### src/rtl/pool_window_2x2.sv
// Stride-2 2x2 window former: one row held in a line buffer, windows completed by the odd row.
// Optional POOL_VALID_ALIGN_EN adds pool_valid, a 2-cycle delayed copy of win_valid.
module pool_window_2x2 #(
    parameter int WIDTH    = 8,
    parameter int MAX_COLS = 416,
    parameter int COL_W    = 9,
    parameter int ROW_W    = 9
) (
    input  logic                    clk,
    input  logic                    rst_n,
    input  logic                    start,
    input  logic [COL_W-1:0]        cfg_cols,
    input  logic [ROW_W-1:0]        cfg_rows,
    input  logic                    din_valid,
    input  logic signed [WIDTH-1:0] din,
    output logic                    busy,
    output logic                    win_valid,
    output logic signed [WIDTH-1:0] val1_1,
    output logic signed [WIDTH-1:0] val1_2,
    output logic signed [WIDTH-1:0] val2_1,
    output logic signed [WIDTH-1:0] val2_2,
    output logic                    frame_done,
    output logic                    cfg_err
`ifdef POOL_VALID_ALIGN_EN
    ,
    output logic                    pool_valid
`endif
);

    typedef enum logic [1:0] {IDLE, RUN, DONE} state_t;

    state_t                  state, state_next;
    logic [COL_W-1:0]        cols_q, col;
    logic [ROW_W-1:0]        rows_q, row;
    logic signed [WIDTH-1:0] left_pix;
    logic signed [WIDTH-1:0] linebuf [MAX_COLS];

    logic cfg_ok, launch, accept, last_col, last_row, last_pix, odd_row, odd_col;

    assign cfg_ok   = (cfg_cols >= COL_W'(2)) && (int'(cfg_cols) <= MAX_COLS)
                      && (cfg_rows >= ROW_W'(2));
    assign launch   = (state == IDLE) && start && cfg_ok;
    assign accept   = din_valid && (state == RUN);
    assign last_col = (col == cols_q - COL_W'(1));
    assign last_row = (row == rows_q - ROW_W'(1));
    assign last_pix = accept && last_col && last_row;
    assign odd_row  = row[0];
    assign odd_col  = col[0];

    // NOTE: clocked state uses non-blocking (<=) so every register samples pre-edge values.
    always_ff @(posedge clk or negedge rst_n) begin
        if (!rst_n) state <= IDLE;
        else        state <= state_next;
    end

    // NOTE: default assignment first so no path leaves state_next unassigned (no latch).
    always_comb begin
        state_next = state;
        unique case (state)
            IDLE:    if (launch)   state_next = RUN;
            RUN:     if (last_pix) state_next = DONE;
            DONE:    state_next = IDLE;
            default: state_next = IDLE;
        endcase
    end

    always_comb begin
        busy       = (state == RUN);
        frame_done = (state == DONE);
    end

    always_ff @(posedge clk or negedge rst_n) begin
        if (!rst_n) begin
            cols_q    <= '0;
            rows_q    <= '0;
            col       <= '0;
            row       <= '0;
            left_pix  <= '0;
            cfg_err   <= 1'b0;
            win_valid <= 1'b0;
            val1_1    <= '0;
            val1_2    <= '0;
            val2_1    <= '0;
            val2_2    <= '0;
        end else begin
            cfg_err   <= (state == IDLE) && start && !cfg_ok;
            win_valid <= accept && odd_row && odd_col;

            if (launch) begin
                cols_q <= cfg_cols;
                rows_q <= cfg_rows;
                col    <= '0;
                row    <= '0;
            end else if (accept) begin
                if (last_col) begin
                    col <= '0;
                    row <= row + ROW_W'(1);
                end else begin
                    col <= col + COL_W'(1);
                end
            end

            if (accept && odd_row && !odd_col) left_pix <= din;

            // An odd column always has its even partner, so a trailing odd column never lands here.
            if (accept && odd_row && odd_col) begin
                val1_1 <= linebuf[col - COL_W'(1)];
                val1_2 <= linebuf[col];
                val2_1 <= left_pix;
                val2_2 <= din;
            end
        end
    end

    // NOTE: line buffer is plain storage without reset; every entry is written before it is read.
    always_ff @(posedge clk) begin
        if (accept && !odd_row) linebuf[col] <= din;
    end

`ifdef POOL_VALID_ALIGN_EN
    logic [1:0] pool_pipe;

    always_ff @(posedge clk or negedge rst_n) begin
        if (!rst_n) pool_pipe <= '0;
        else        pool_pipe <= {pool_pipe[0], win_valid};
    end

    assign pool_valid = pool_pipe[1];
`endif

endmodule

### config.mk
export PLATFORM = sky130hd
export DESIGN_NAME = pool_window_2x2
export DESIGN_NICKNAME = d
export VERILOG_FILES = /design/src/rtl/pool_window_2x2.sv
export SDC_FILE = /design/constraint.sdc
export NUM_CORES = 2
export LEC_CHECK = 0
export ABC_AREA = 0
export BUFFER_PORTS_ARGS = -buffer_cell sky130_fd_sc_hd__buf_2
export CORE_MARGIN = 10
export CORE_UTILIZATION = 50
export CTS_BUF_LIST = sky130_fd_sc_hd__clkbuf_4
export DETAILED_ROUTE_END_ITERATION = 7
export HOLD_SLACK_MARGIN = 0.12
export PLACE_DENSITY = 0.69
export SYNTH_ARGS = -nofsm -noshare
export SYNTH_HDL_FRONTEND = slang
export SYNTH_SLANG_ARGS = --single-unit
### constraint.sdc
create_clock -name clk -period 8.01 [get_ports clk]
set_input_delay 1.602 -clock clk [delete_from_list [all_inputs] [get_ports clk]]
set_output_delay 1.602 -clock clk [all_outputs]
set_load 0.02 [all_outputs]
==> results.py <==
metrics = {
    "global_route": {
        "top_usage_layer": "met2",
        "gr-usage-met3_pct": 12.1,
        "grt_use_met1_pct": 37.8,
        "grt-ovfl-total": 0,
        "grt_use_total_pct": 29.2,
        "grtUsageMet2_pct": 42.3,
        "grt_pass1_vias": 92900,
        "grt_pass1_wl_mm": 713,
        "antenna_found_initial": 37,
        "grt_max_degree": 217,
    },
    "hold_path": {
        "hold_path.class": "in -> reg",
        "hold_start": "cfg_rows[5]",
        "hold_end": "rows_q[5]",
        "min_path_cells": 2,
    },
    "timing": {
        "max_freq_mhz": 153,
        "relSlewSlack_pct": -6.35,
        "post-route-period-util_pct": 81.4,
        "fin_skew_ps": 238,
        "rsz0062_at_grt": "false",
        "fin_crit_ps": 6520,
        "setup_viol": 0,
        "setup_tns_ps": 0,
        "tightest_slew_ps": 1600,
        "drv_slew": 72,
        "hold_violations": 0,
        "hold_slack_ps": 194,
    },
    "synthesis": {
        "seq_area_frac_synth_pct": 63.8,
        "ys_types": 83,
        "syn_area_per_cell_um2": 20.5,
        "yosysTopAreaCell": "edfxtp_1",
        "netlist.area_leader.share_pct": 62.6,
        "synthFlopType": "edfxtp_1",
        "ys_ff_latch": 3408,
        "synth_area_mm2": 0.160,
        "synthTopCellsByArea": "edfxtp_1 63%, mux4_2 28%, dfrtp_1 1.3%",
        "synth_edf_count": 3328,
        "synth_nets": 7815,
        "synth_warnings": 0,
        "synth_cells": 7777,
        "synthArstFlopShare_pct": 2.35,
    },
    "final_layout": {
        "syn2layout_area_growth_pct": 9.57,
        "final_common_cell": "edfxtp_1",
        "drive_gt1_share_pct": 40.3,
        "layout.nets": 8298,
        "nFillCells": 24100,
        "layout_common_cells": "3328 x edfxtp_1, 1954 x mux4_2, 1161 x clkbuf_4",
        "utilization_pct": 55.0,
    },
    "clock_network": {
        "h-tree-depth": 6,
        "cts_tree": "done",
        "clock_sinks": 3408,
        "cts-buffers-inserted": 850,
        "post_cts_buffers": 0,
        "clk_latency_ps": 1750,
        "root_buffer": "clkbuf_4",
        "post_cts_resized": 0,
        "clk_pin_slew_ps": 70,
        "clock_path_buffers": 4,
    },
    "placement": {
        "place_congestion": 0.970,
        "io_buffer_count": 65,
        "dpl.hpwl_mm": 318,
    },
    "die": {
        "start_util_pct": 50.2,
        "coreArea_mm2": 0.318,
        "die_w_um": 585,
        "core.rowCount": 207,
        "die-area_mm2": 0.342,
        "die_h_um": 585,
        "io_pins": 66,
    },
    "run_status": {
        "violations": "DRC, capacitance limit, slew limit",
        "outcome": "finished, violations left",
    },
    "critical_path": {
        "crit_fanout": 46,
        "r2r_start": "col[1]",
        "end_kind": "register",
        "rr_endpoint": "val1_1[5]",
        "cp.arrival_ps": 7950,
        "crit_top_cell": "mux4_2",
        "crit_required_ps": 9440,
        "cpMaxStageDelayCell": "a2111oi_1",
        "cp_cell_sequence": "inv_1, ha_4, buf_12, mux4_2, mux4_2, mux2i_1, o22ai_1, a2111oi_1, nor3_1",
        "r2r_slack_ps": 1490,
        "rr_worst_depth": 9,
        "crit_type": "reg -> reg",
        "cpPeakStageDelay_ps": 1370,
        "start_kind": "register",
    },
    "routing": {
        "ant_nets": 0,
        "vias": 94300,
        "dr.pass1.iters": 8,
        "post_drt_wl_per_cell_um": 38.8,
        "wirelength_mm": 509,
        "drt-initial-drc-count": 15500,
        "drc_errors": 7,
        "avgViaCountPerCell": 7.18,
    },
    "power": {
        "leakage_nw": 54.8,
        "power_mw": 54.9,
        "irDropWorstVdd_uv": 636,
        "powerDensity_mw_per_mm2": 314,
    },
    "job": {
        "max_cap_violations": 2,
    },
}
[layout make-up]
cell class / instances / area [µm²] / share of cell area (%)
sequential: 3408 / 102000 / 58.3
multi-input combinational: 3711 / 54500 / 31.1
clock buffer: 1161 / 8720 / 4.98
tap: 4180 / 5230 / 2.99
timing repair buffer: 266 / 2500 / 1.43
clock inverter: 353 / 1980 / 1.13
inverter: 23 / 86.3 / 0.0493
antenna: 23 / 57.6 / 0.0329
[flip-flops by register name, summed over array words and instances, names as in the netlist]
signal     flops
cfg_err        1
col            9
cols_q         9
left_pix       8
linebuf     3328
row            9
rows_q         9
state          2
val1_1         8
val1_2         8
val2_1         8
val2_2         8
win_valid      1
[synthesized netlist by cell type, drive strengths merged (25+ instances only)]
master,instances
mux2,25
nor2,527
edfxtp,3328
mux4,1954
dfrtp,80
nand3,100
o22ai,35
mux2i,187
nor3,51
a22oi,101
buf,340
a21oi,55
nor4,27
o21ai,34
clkbuf,295
nand2,310
[metal layers]
metal | wire (µm) | vias to the layer above
li1 | - | 35300
met1 | 172000 | 48900
met2 | 225000 | 8459
met3 | 78900 | 1570
met4 | 33300 | 32
met5 | 365 | -
[worst max-delay path by stage]
stage / start / endpoint / slack, ps / cells after the start
after detailed placement: col[1] / val1_1[3] / 1900 / 9
after CTS: col[1] / val1_1[3] / 1840 / 9
after global routing: col[0] / val1_2[1] / 1730 / 10
after global placement: col[1] / val1_1[3] / 1910 / 9
final: col[1] / val1_1[5] / 1490 / 9
after floorplan: col[0] / val1_1[1] / 3270 / 19
[power breakdown]
group / leakage [nW] / internal (mW) / switching, mW / total (mW)
logic: 17.7 / 7.18 / 13.0 / 20.2
clock network: 6.29 / 7.17 / 7.45 / 14.6
registers: 30.9 / 19.7 / 0.429 / 20.2
total: 54.8 / 34.1 / 20.9 / 54.9
[repair_timing]
item / CTS / global route
setup endpoints to repair: 0 / 0
hold buffers: 4 / 0
endpoints found under the hold margin: 28 / 0
[cells by family (layout without fill, tap and decap cells)]
| group | count (synthesis) | after routing | share of synthesized area, % |
|---|---|---|---|
| flops | 3408 | 3408 | 63.8 |
| compound gates | 380 | 380 | 1.71 |
| mux | 2166 | 2166 | 28.9 |
| other cells | 0 | 23 | 0 |
| simple gates | 1124 | 1124 | 3.05 |
| fa+ha+maj | 8 | 8 | 0.0627 |
| buf+inv | 658 | 1803 | 2.28 |
| xor+xnor | 33 | 33 | 0.181 |
[stage by stage]
step | area, µm² | setup slack [ps] | cells
after global placement | 164000 | 1910 | 11600
after detailed placement | 164000 | 1900 | 11600
final | 175000 | 1490 | 13100
after CTS | 175000 | 1840 | 13100
after global routing | 175000 | 1730 | 13100
after floorplan | 160000 | 3270 | 7777
[critical path: cells and delay by family, from the launching register on]
| family | cells | cell delay, ps |
|---|---|---|
| and+or+nand+nor | 1 | 210 |
| AOI/OAI and AO/OA | 2 | 1550 |
| muxes | 3 | 1330 |
| DFF | 1 | 970 |
| adders and majority gates | 1 | 1150 |
| buffers and inverters | 2 | 870 |
(Power assumes the default switching activity.)
